### src/rtl/seg7_pkg.sv
// seg7_pkg: shared types and glyph table for the seven-segment scan driver.
// Segment order is {g,f,e,d,c,b,a}, active-low.
package seg7_pkg;

  typedef enum logic {
    ST_BLANK,
    ST_SHOW
  } state_t;

  localparam logic [6:0] SEG_OFF = 7'h7F;

  localparam logic [6:0] SEG_TABLE [16] = '{
    7'h40, 7'h79, 7'h24, 7'h30,
    7'h19, 7'h12, 7'h02, 7'h78,
    7'h00, 7'h10, 7'h08, 7'h03,
    7'h46, 7'h21, 7'h06, 7'h0E
  };

endpackage

### src/rtl/hex_to_seg7.sv
// hex_to_seg7: combinational hex nibble to active-low segment pattern.
// Pure lookup into the shared glyph table.
module hex_to_seg7
  import seg7_pkg::*;
(
  input  logic [3:0] i_nib,
  output logic [6:0] o_seg
);

  assign o_seg = SEG_TABLE[i_nib];

endmodule

### src/rtl/seg7_scan_driver.sv
// seg7_scan_driver: multiplexed 7-seg driver with blanking gap and per-frame snapshot.
// Optional leading-zero suppression when SEG7_LZ_SUPPRESS_EN is defined.
module seg7_scan_driver
  import seg7_pkg::*;
#(
  parameter int NUM_DIGITS  = 4,
  parameter int SHOW_TICKS  = 2,
  parameter int BLANK_TICKS = 1,
  localparam int IW = (NUM_DIGITS > 1) ? $clog2(NUM_DIGITS) : 1
) (
  input  logic                    CLK,
  input  logic                    RESET,
  input  logic                    SCAN_EN,
  input  logic [4*NUM_DIGITS-1:0] DATA,
  input  logic [NUM_DIGITS-1:0]   DP_IN,
  input  logic [NUM_DIGITS-1:0]   BLANK_IN,
  output logic [6:0]              SEG_N,
  output logic                    DP_N,
  output logic [NUM_DIGITS-1:0]   AN_N,
  output logic [IW-1:0]           DIGIT_IDX
);

  localparam int TMAX =
    (SHOW_TICKS > BLANK_TICKS) ? SHOW_TICKS : BLANK_TICKS;
  localparam int TW = (TMAX > 1) ? $clog2(TMAX) : 1;
  localparam logic [IW-1:0] LAST = IW'(NUM_DIGITS - 1);
  localparam logic [TW-1:0] SHOW_LAST = TW'(SHOW_TICKS - 1);
  localparam logic [TW-1:0] BLANK_LAST =
    (BLANK_TICKS > 0) ? TW'(BLANK_TICKS - 1) : '0;
  localparam bit NO_GAP = (BLANK_TICKS == 0);

  state_t          r_state;
  state_t          w_state_nx;
  logic [TW-1:0]   r_tick;
  logic [TW-1:0]   w_tick_nx;
  logic [IW-1:0]   r_idx;
  logic [IW-1:0]   w_idx_nx;
  logic [IW-1:0]   w_idx_inc;
  logic            w_enter_show;
  logic            w_snap_take;

  logic [4*NUM_DIGITS-1:0] r_snap_data;
  logic [NUM_DIGITS-1:0]   r_snap_dp;
  logic [NUM_DIGITS-1:0]   r_snap_blank;

  logic [3:0]            w_nib;
  logic [6:0]            w_dec;
  logic                  w_dig_off;
  logic                  w_lz;
  logic [6:0]            w_seg;
  logic                  w_dp;
  logic [NUM_DIGITS-1:0] w_an;

  assign w_idx_inc = (r_idx == LAST) ? '0 : r_idx + 1'b1;

  // Scan state register; only moves on scan ticks
  always_ff @(posedge CLK or posedge RESET) begin
    if (RESET) begin
      r_state <= ST_BLANK;
      r_tick  <= '0;
      r_idx   <= LAST;
    end else if (SCAN_EN) begin
      r_state <= w_state_nx;
      r_tick  <= w_tick_nx;
      r_idx   <= w_idx_nx;
    end
  end

  // Next-state: dwell counting, digit advance, SHOW-entry detect
  always_comb begin
    w_state_nx   = r_state;
    w_tick_nx    = r_tick + 1'b1;
    w_idx_nx     = r_idx;
    w_enter_show = 1'b0;
    unique case (r_state)
      ST_BLANK: begin
        if (NO_GAP || r_tick == BLANK_LAST) begin
          w_state_nx   = ST_SHOW;
          w_tick_nx    = '0;
          w_idx_nx     = w_idx_inc;
          w_enter_show = 1'b1;
        end
      end
      ST_SHOW: begin
        if (r_tick == SHOW_LAST) begin
          w_tick_nx = '0;
          if (NO_GAP) begin
            w_idx_nx     = w_idx_inc;
            w_enter_show = 1'b1;
          end else begin
            w_state_nx = ST_BLANK;
          end
        end
      end
      default: begin
        w_state_nx = ST_BLANK;
        w_tick_nx  = '0;
      end
    endcase
  end

  assign w_snap_take =
    SCAN_EN && w_enter_show && (w_idx_nx == '0);

`ifdef SEG7_LZ_SUPPRESS_EN
  logic [NUM_DIGITS-1:0] w_lz_mask;
  logic [NUM_DIGITS-1:0] r_snap_lz;

  // Mask every top digit inside the leading run of zero nibbles
  always_comb begin
    logic zrun;
    zrun      = 1'b1;
    w_lz_mask = '0;
    for (int i = NUM_DIGITS - 1; i >= 1; i--) begin
      zrun         = zrun && (DATA[4*i +: 4] == 4'h0);
      w_lz_mask[i] = zrun;
    end
  end

  // Suppression mask is frozen with the rest of the frame
  always_ff @(posedge CLK or posedge RESET) begin
    if (RESET) begin
      r_snap_lz <= '0;
    end else if (w_snap_take) begin
      r_snap_lz <= w_lz_mask;
    end
  end

  assign w_lz = r_snap_lz[r_idx];
`else
  assign w_lz = 1'b0;
`endif

  // Frame snapshot: freeze the display word at the start of digit 0
  always_ff @(posedge CLK or posedge RESET) begin
    if (RESET) begin
      r_snap_data  <= '0;
      r_snap_dp    <= '0;
      r_snap_blank <= '0;
    end else if (w_snap_take) begin
      r_snap_data  <= DATA;
      r_snap_dp    <= DP_IN;
      r_snap_blank <= BLANK_IN;
    end
  end

  assign w_nib     = r_snap_data[4*int'(r_idx) +: 4];
  assign w_dig_off = r_snap_blank[r_idx];

  hex_to_seg7 u_dec (
    .i_nib (w_nib),
    .o_seg (w_dec)
  );

  // Pattern for the current state; anode stays driven when digit is blank
  always_comb begin
    w_an  = '1;
    w_seg = SEG_OFF;
    w_dp  = 1'b1;
    if (r_state == ST_SHOW) begin
      for (int i = 0; i < NUM_DIGITS; i++) begin
        w_an[i] = (r_idx != IW'(i));
      end
      if (!w_dig_off) begin
        w_seg = w_lz ? SEG_OFF : w_dec;
        w_dp  = ~r_snap_dp[r_idx];
      end
    end
  end

  // Registered pins, updated on scan ticks only
  always_ff @(posedge CLK or posedge RESET) begin
    if (RESET) begin
      AN_N      <= '1;
      SEG_N     <= SEG_OFF;
      DP_N      <= 1'b1;
      DIGIT_IDX <= LAST;
    end else if (SCAN_EN) begin
      AN_N      <= w_an;
      SEG_N     <= w_seg;
      DP_N      <= w_dp;
      DIGIT_IDX <= r_idx;
    end
  end

endmodule

### config.mk
export PLATFORM = sky130hd
export DESIGN_NAME = seg7_scan_driver
export DESIGN_NICKNAME = d
export VERILOG_FILES = /design/src/rtl/seg7_pkg.sv /design/src/rtl/hex_to_seg7.sv /design/src/rtl/seg7_scan_driver.sv
export SDC_FILE = /design/constraint.sdc
export NUM_CORES = 1
export LEC_CHECK = 0
export CORE_ASPECT_RATIO = 1.75
export CORE_MARGIN = 4
export CORE_UTILIZATION = 48
export CTS_BUF_LIST = sky130_fd_sc_hd__clkbuf_4 sky130_fd_sc_hd__clkbuf_8
export CTS_CLUSTER_SIZE = 10
export DETAILED_ROUTE_END_ITERATION = 10
export HOLD_SLACK_MARGIN = 0.08
export PLACE_DENSITY_LB_ADDON = 0.1
export SLEW_MARGIN = 30
export SYNTH_ARGS = -nofsm -noshare
export SYNTH_HDL_FRONTEND = slang
export SYNTH_SLANG_ARGS = --single-unit
export TNS_END_PERCENT = 20
### constraint.sdc
create_clock -name CLK -period 2.3 [get_ports CLK]
set_clock_uncertainty 0.05 [all_clocks]
set_input_delay 0.46 -clock CLK [delete_from_list [all_inputs] [get_ports CLK]]
set_output_delay 0.46 -clock CLK [all_outputs]
set_load 0.01 [all_outputs]
-- Word level (Yosys, flattened, before mapping)
Memory sizes are Yosys's and may differ from the RTL's.
Index checks and enable logic that the tools add are counted.
- reduce and logical (&&, ||, !) cells: 4
- shifts and indexed selects: 1
- order comparisons: 2
- bitwise logic cells: 3
- eq/ne operators: 4
- $add $sub $neg: 2
- multiplexer cells: 19
- operator list (kind ; count):
    $mux W7 ; 4
    $shiftx A16 B5 Y4 ; 1
    $mux W1 ; 8
    $mux W2 ; 3
    $ge A5 B5 Y1 const B ; 1
    $not A4 Y5 ; 1
    $bmux W1 S2 ; 2
    $mux W4 ; 1
    $ne A2 B2 Y1 const B ; 2
    $lt A2 B3 Y1 const B ; 1
    $add A2 B1 Y2 const B ; 1
    $eq A2 B2 Y1 const B ; 1
    $logic_and A1 B1 Y1 ; 2
    $logic_not A2 Y1 ; 1
    $ne A2 B1 Y1 const B ; 1
    $not A1 Y1 ; 2
    $pmux W1 S2 ; 1
    $reduce_bool A2 Y1 ; 1
    $add A1 B1 Y1 const B ; 1
- input bits: 27
- register bits after elaboration: 42
- memories: 1
- ROM bits: 112
- output and inout port bits: 14
- logic and storage cells: 46
- memory list (name ; words ; bits a word ; read ports ; clocked after memory_dff ; write ports ; line ; text):
    (name not given) ; 16 ; 7 ; 1 ; 0 ; 0 ; hex_to_seg7.sv:10 ; assign o_seg = SEG_TABLE[i_nib];

-- Depth between registers and ports, before layout
Gate-level depths: netlist of run 1.
- word-level depth: 7
- gate-level depth with buffers: 8
- depth with buffers taken out: 7

-- Cells and area by module
Synthesis of run 1 repeated with hierarchy kept, for this count alone.
- cell total of the unflattened synthesis: 170
- area, all modules: 2129.5 µm²
- by module, submodules not included (module ; times used ; area each (µm²) ; cells each ; sequential area each (µm²)):
    seg7_scan_driver ; 1 ; 1861.8 ; 134 ; 1071.0
    hex_to_seg7 ; 1 ; 267.8 ; 36 ; 0.0

-- Least setup slack after synthesis of run 1
Ideal clock, no wire load.
- path kind: reg-to-reg
- from: reg r_idx[1]
- to: reg r_snap_blank[0]
- setup slack: -0.137 ns
- arrival: 2.262 ns
- stages on the path, launching flop included: 7
- path buffers: 2
- cells stage by stage: dfstp_2 clkbuf_1 inv_1 ha_1 nor4_2 buf_2 mux2_2
- longest elaborated chain between the ends: 6
- elaborated cells on any way between the ends: 7
- RTL lines (what ; line ; text):
    from (decl) ; seg7_scan_driver.sv:36 ; logic [IW-1:0] r_idx;
    from (signal assigned) ; seg7_scan_driver.sv:65 ; r_idx <= w_idx_nx;
    $add A2 B1 Y2 / $eq A2 B2 Y1 (equally long branches) ; seg7_scan_driver.sv:54 ; assign w_idx_inc = (r_idx == LAST) ? '0 : r_idx + 1'b1;
    $mux W2 ; seg7_scan_driver.sv:54 ;
    $mux W2 ; seg7_scan_driver.sv:77 ; if (NO_GAP || r_tick == BLANK_LAST) begin
    $mux W2 * ; seg7_scan_driver.sv:75 ; unique case (r_state)
    $logic_not A2 Y1 * ; seg7_scan_driver.sv:103 ; SCAN_EN && w_enter_show && (w_idx_nx == '0);
    $logic_and A1 B1 Y1 * ; seg7_scan_driver.sv:103 ;
    to (signal assigned) ; seg7_scan_driver.sv:139 ; r_snap_blank <= '0;
    to (signal assigned) ; seg7_scan_driver.sv:143 ; r_snap_blank <= BLANK_IN;
    to (decl) ; seg7_scan_driver.sv:44 ; logic [NUM_DIGITS-1:0] r_snap_blank;
Every way passes the cells marked *; elsewhere a longest branch is shown, timed or not.
A chain may end at the register's enable or synchronous reset.

-- Worst setup path after layout of run 1
- from: reg r_idx[0]
- to: reg SEG_N[0]
- longest elaborated chain between the ends: 7
- elaborated cells on any way between the ends: 9
- RTL lines (what ; line ; text):
    $shiftx A16 B5 Y4 ; seg7_scan_driver.sv:147 ; assign w_nib = r_snap_data[4*int'(r_idx) +: 4];
    $not A4 Y5 (implied by the code) ; hex_to_seg7.sv:10 ;
    $mem_v2 Z16 W7 ; - ;
    $mux W7 (implied by the code) (2 in series) ; hex_to_seg7.sv:10 ;
    $mux W7 * ; seg7_scan_driver.sv:164 ; if (!w_dig_off) begin
    $mux W7 * ; seg7_scan_driver.sv:160 ; if (r_state == ST_SHOW) begin
    to (signal assigned) ; seg7_scan_driver.sv:180 ; SEG_N <= w_seg;
    to (decl) ; seg7_scan_driver.sv:17 ; output logic [6:0] SEG_N,
Every way passes the cells marked *; elsewhere a longest branch is shown, timed or not. The select of a mux whose other input is x is not followed.

==> results.cfg, run 1 <==
[global_route]
grt_max_degree = 43
grt_pass1_wl_um = 6580
grt_pass1_vias = 1470
overflow = 0
antenna_found_initial = 0
grt_usage_pct = 15.5

[logic_synthesis]
synth-edff-count = 0
ys_ff_latch = 42
synth_fp_nets = 194
syn_avg_cell_area_um2 = 13.4
synth.largest_area_cell = dfrtp_1
yosysUniqueCellTypes = 29
synthArstFlopShare_pct = 100
synth_most_common_cell = mux2_2
ys_top_cells_by_area = dfrtp_1 31%, dfstp_2 20%, mux2_2 15%, ha_1 6.6%, mux4_1 5.0%
synth.top_cell.area_share_pct = 31.2
yosysWarningCount = 0
syn_area_um2 = 2080
ys_seq_area_share_pct = 51.4
synthTopCellsByCount = 27 x mux2_2, 26 x dfrtp_1, 16 x dfstp_2
synth_flop_cell = dfrtp_1
synthCells = 156

[pwr]
leakage_uw = 0.00114
pwr-share-comb_pct = 50.9
finalPower_uw = 3730
sw_frac_of_total_pct = 34.2
internal_power_uw = 2460
ir_drop_mv = 0.892
p_sw_uw = 1280
p_clk_share_pct = 12.8
seq_power_share_pct = 36.2
powerDensity_nw_per_um2 = 1390

[floorplan]
start_util_pct = 50.2
ios = 41
row_count = 31
dieArea_um2 = 5500
die_x_um = 57.8
fp.dieH_um = 95.2
core_um2 = 4150

[timing]
setup_violations = 0
finalHoldViolations = 0
fmax_mhz = 458
relSlewSlack_pct = 65.2
rsz0062_at_grt = false
holdWs_ns = 0.443
layout_min_cycle_time_ns = 2.18
maxSlewViolCount = 0
worst_pin_slew_ns = 0.522
post-route-period-util_pct = 94.8

[flow_run]
max-cap-violations = 0

[detailed_routing]
drc = 0
drt-total-wl_um = 3920
ant_nets = 0
vias_per_cell = 5.43
drt_iter0_drc = 28
firstDrtPassIters = 4
wire_per_inst_um = 15.4
vias = 1384

[setup_path]
rrSetupSlack_ns = 0.12
worstSetupEndpointType = flop
worstPathRequired_ns = 2.46
path_class = flop to flop
critPathMaxFanout = 9
reg2reg_depth = 5
setup.worst_path.start_class = flop
worstPathArrival_ns = 2.34

[final_layout]
drive_above_1_share_pct = 34.0
layout.nets = 243
antenna_cells = 0
final_area_um2 = 2680
synthToLayoutAreaGrowth_pct = 28.6

[clock_network]
ctsHoldBuffers = 0
cts_tree = built
clk_latency_ns = 0.28
ctsRootBufferMaster = clkbuf_8
clk_path_buf_depth = 2
htreeDepth = 2
cts_inserted_buffers = 5
clkSinkCount = 42
clk_pin_slew_ns = 0.08

[placement]
port_buffers = 40
hpwl_um = 2960
place_area_um2 = 2570
routabilityCongestion = 0.818

[min_path]
holdPathStages = 2
hp-class = flop to flop

[run_status]
status = finished clean
==> final timing paths <==
path	startpoint	endpoint
setup reg to reg	r_idx[0]$_DFFE_PP1P_	SEG_N[0]$_DFFE_PP1P_
max in group asynchronous	RESET	SEG_N[0]$_DFFE_PP1P_
setup / recovery	r_idx[0]$_DFFE_PP1P_	SEG_N[0]$_DFFE_PP1P_
hold reg to reg	SEG_N[1]$_DFFE_PP1P_	SEG_N[1]$_DFFE_PP1P_
min in group asynchronous	RESET	r_snap_data[5]$_DFFE_PP0P_
hold / removal	SEG_N[1]$_DFFE_PP1P_	SEG_N[1]$_DFFE_PP1P_
==> routing by layer <==
layer | global-route usage (%) | vias to the layer above | wire (µm)
li1 | - | 649 | -
met1 | 16.7 | 689 | 1520
met3 | 3.93 | 10 | 172
met5 | 0 | - | 0
met4 | 7.54 | 0 | 77
met2 | 27.5 | 36 | 2150
==> sequential cells by signal, indices dropped and copies added (netlist names) <==
name and flops:
r_snap_blank 4, DP_N 1, r_tick 1, r_snap_data 16, r_idx 2, AN_N 4
SEG_N 7, DIGIT_IDX 2, r_snap_dp 4, r_state 1
==> final cells by class <==
class / instances / area [µm²]
clock buffers: 8 / 91.3
fillers: 340 / 1470
inverters: 11 / 41.3
multi-input cells: 94 / 921
flip-flops and latches: 42 / 1070
well taps: 49 / 61.3
repair buffers: 51 / 495
==> cell families (layout without fill, tap and decap cells) <==
group           Yosys count  after routing  share of synthesized area (%)
compound gates           22             22                           7.68
fa+ha+maj                11             11                           6.60
buf+inv                  20             70                           4.50
flops                    42             42                           51.4
mux                      39             39                           24.7
simple gates             22             22                           5.16
==> cells in the final DEF, fill, tap and decap left out <==
master / Yosys / layout
or2_4: 1 / 1
a21oi_1: 2 / 2
buf_4: 0 / 10
nand2b_1: 2 / 2
ha_1: 11 / 11
buf_12: 0 / 1
inv_1: 11 / 11
nand2_1: 6 / 6
a21bo_1: 1 / 1
mux2_2: 27 / 27
a41oi_2: 1 / 1
clkbuf_4: 0 / 3
mux4_1: 4 / 2
dfrtp_1: 26 / 26
and2b_2: 1 / 1
mux2i_1: 6 / 6
a22oi_1: 1 / 1
clkdlybuf4s50_1: 0 / 40
dfstp_2: 16 / 16
nor4_4: 0 / 1
o21ai_0: 4 / 4
nor2_1: 10 / 10
o22ai_1: 2 / 2
o21a_1: 2 / 2
mux4_2: 2 / 4
o22a_1: 3 / 3
nand3_1: 1 / 1
o221ai_1: 2 / 2
a31oi_1: 4 / 4
clkbuf_8: 0 / 5
==> power groups by stage <==
stage / Sequential, µW / Clock [µW] / Combinational (µW)
floorplan: 1320 / 0 / 1340
global placement: 1350 / 0 / 1790
detailed placement: 1370 / 0 / 1840
CTS: 1360 / 500 / 1840
global route: 1410 / 533 / 2080
finish: 1350 / 479 / 1900
==> critical path: stages, from the launching register on <==
cell	delay, ns
dfstp_2	0.62
buf_4	0.14
mux4_2	0.62
or2_4	0.30
a21bo_1	0.20
a41oi_2	0.18
==> through the flow <==
stage / std cells / util (%) / setup TNS [ns] / setup slack (ns)
final: 255 / 64.6 / 0 / 0.119
after global routing: 255 / 64.6 / 0 / 0.0210
after CTS: 252 / 64.2 / 0 / 0.0172
after detailed placement: 244 / 62.0 / 0 / 0.0366
after global placement: 244 / 62.0 / 0 / 0.104
after floorplan: 156 / - / -0.922 / -0.0461
==> repair_timing <==
action,in CTS,in global routing
endpoints found under the hold margin,0,0
setup buffers,0,3
setup endpoints to repair,0,4
resized for setup,0,2
Note: power is estimated with default switching activity, not from simulation.
==> run 2: changes to the inputs <==
Settings changed: CORE_ASPECT_RATIO 1.75 to not set, CORE_UTILIZATION 48 to 50.
Clock period 2.3 ns to 2.1 ns, I/O delays scaled along.
==> run 2 against run 1 <==
Final cell count up 3.5%. Combinational power up 30%. Total power up 23%. Largest cell class unchanged. Largest power group unchanged. Worst setup slack worse by 0.10 ns. Register-to-register slack worse by 0.10 ns. Via count up 1.2%. Hold slack about the same.
==> results.cfg, run 2 (synthesized netlist as in run 1, its figures left out) <==
[floorplan]
row_count = 23
die_x_um = 72.6
fp.dieH_um = 72.6
ios = 41
core_um2 = 4030
dieArea_um2 = 5270
start_util_pct = 51.7

[detailed_routing]
drt_iter0_drc = 89
ant_nets = 0
wire_per_inst_um = 16.0
drt-total-wl_um = 4240
firstDrtPassIters = 4
vias = 1401
vias_per_cell = 5.31
drc = 0

[final_layout]
multiInputGateArea_um2 = 962
synthToLayoutAreaGrowth_pct = 35.1
drive_above_1_share_pct = 41.1
seq_area_um2 = 1070
largestRegisters = r_snap_data: 16 flops, SEG_N: 7 flops
layout_common_cells = 40 x clkdlybuf4s50_1, 27 x mux2_2, 26 x dfrtp_1, 16 x dfstp_2, 16 x buf_4
layout_commonest_cell = clkdlybuf4s50_1
layout.nets = 251
largest_register_ffs = 16
nFillCells = 300
top_register = r_snap_data
antenna_cells = 0

[timing]
setup_violations = 0
layout_setup_ws_ns = 0.0178
fin_setup_tns_ns = 0
holdWs_ns = 0.442
post-route-period-util_pct = 99.2
worst_pin_slew_ns = 0.526
finalHoldViolations = 0
rsz0062_at_grt = true
fmax_mhz = 480
layout_min_cycle_time_ns = 2.08
maxSlewViolCount = 0
relSlewSlack_pct = 64.9

[placement]
hpwl_um = 3030
dp_slack_ns = -0.0913
routabilityCongestion = 0.953
port_buffers = 40

[clock_network]
ctsRootBufferMaster = clkbuf_8
cts_inserted_buffers = 5
clk_pin_slew_ns = 0.07
clk_latency_ns = 0.29
htreeDepth = 2
clk_path_buf_depth = 2
clkSinkCount = 42
cts_tree = built

[global_route]
grt_pass1_wl_um = 7040
grt_usage_pct = 17.4
grt_max_degree = 43
grt_pass1_vias = 1529
overflow = 0
antenna_found_initial = 0

[pwr]
ir_drop_mv = 0.746
leakage_uw = 0.00118
powerDensity_nw_per_um2 = 1630

[setup_path]
critPathTopFamily = flip-flops
setup.worst_path.start_class = flop
slowest_stage = dfstp_2
worstPathRequired_ns = 2.27
slowest_delay_ns = 0.59
critPathMostFrequentCell = buf_4
rrSetupSlack_ns = 0.02
path_class = flop to flop
path_buf_inv = 2
worstSetupEndpointType = flop
cp_cell_sequence = buf_4 -> mux4_2 -> buf_4 -> and2b_2 -> nand2_1 -> a41oi_2
critPathMaxFanout = 9
worstPathArrival_ns = 2.25

[min_path]
hp-class = flop to flop

[flow_run]
max-cap-violations = 0

[run_status]
status = finished clean
run 2: changes by cell type in the layout (fill, tap and decap cells not counted), sizes merged:
| cell | change |
|---|---|
| buf | +8 |
| bufinv | +1 |
| clkbuf | -1 |
run 2: path summary, 6_finish.rpt:
path,startpoint,endpoint,cells after the start
max,r_idx[0]$_DFFE_PP1P_,SEG_N[0]$_DFFE_PP1P_,6
min,AN_N[3]$_DFFE_PP1P_,AN_N[3]$_DFFE_PP1P_,2
max reg2reg,r_idx[0]$_DFFE_PP1P_,SEG_N[0]$_DFFE_PP1P_,6
min reg2reg,AN_N[3]$_DFFE_PP1P_,AN_N[3]$_DFFE_PP1P_,2
max in group asynchronous,RESET,SEG_N[0]$_DFFE_PP1P_,3
min in group asynchronous,RESET,r_snap_dp[1]$_DFFE_PP0P_,3
run 2: cell type report:
type                       instances  area share, %
sequential                        42           38.0
multi-input combinational         94           34.2
inverter                          11           1.55
clock inverter                     1           1.07
timing repair buffer              59           20.0
tap                               50           2.22
clock buffer                       7           2.98
run 2: per-stage QoR:
step	std cells	total power, µW	cell area [µm²]	util [%]
final	264	4590	2820	69.9
after global routing	264	4870	2820	69.9
after CTS	263	4470	2780	68.9
after detailed placement	252	3680	2630	65.2
after global placement	252	3550	2630	65.2
after floorplan	156	2920	2100	-
run 2: report_power, final:
part | total, µW | switching (µW) | internal (µW)
Combinational | 2470 | 1080 | 1390
Clock | 638 | 257 | 381
Sequential | 1490 | 235 | 1250
run 2: layer usage:
layer / wire length (µm) / track usage (%) / vias up
met2: 2100 / 28.5 / 32
met3: 211 / 5.26 / 7
met5: 0 / 0 / -
met4: 62 / 7.38 / 0
met1: 1860 / 21.3 / 695
li1: - / - / 667
run 2: worst register-to-register path: cells and delay by family, from the launching register on:
kind	cells	cell delay [ns]
AO/OA/AOI/OAI	1	0.17
AND/OR/NAND/NOR	2	0.32
multiplexers	1	0.52
flip-flops	1	0.59
buffers and inverters	2	0.35
run 2: repair_timing:
item                       4_1_cts  5_1_grt
resized for setup                8        8
hold buffers                     0        0
buffers inserted                 3        1
gates cloned                     0        0
setup endpoints to repair       13       31
pin swaps                        2        5
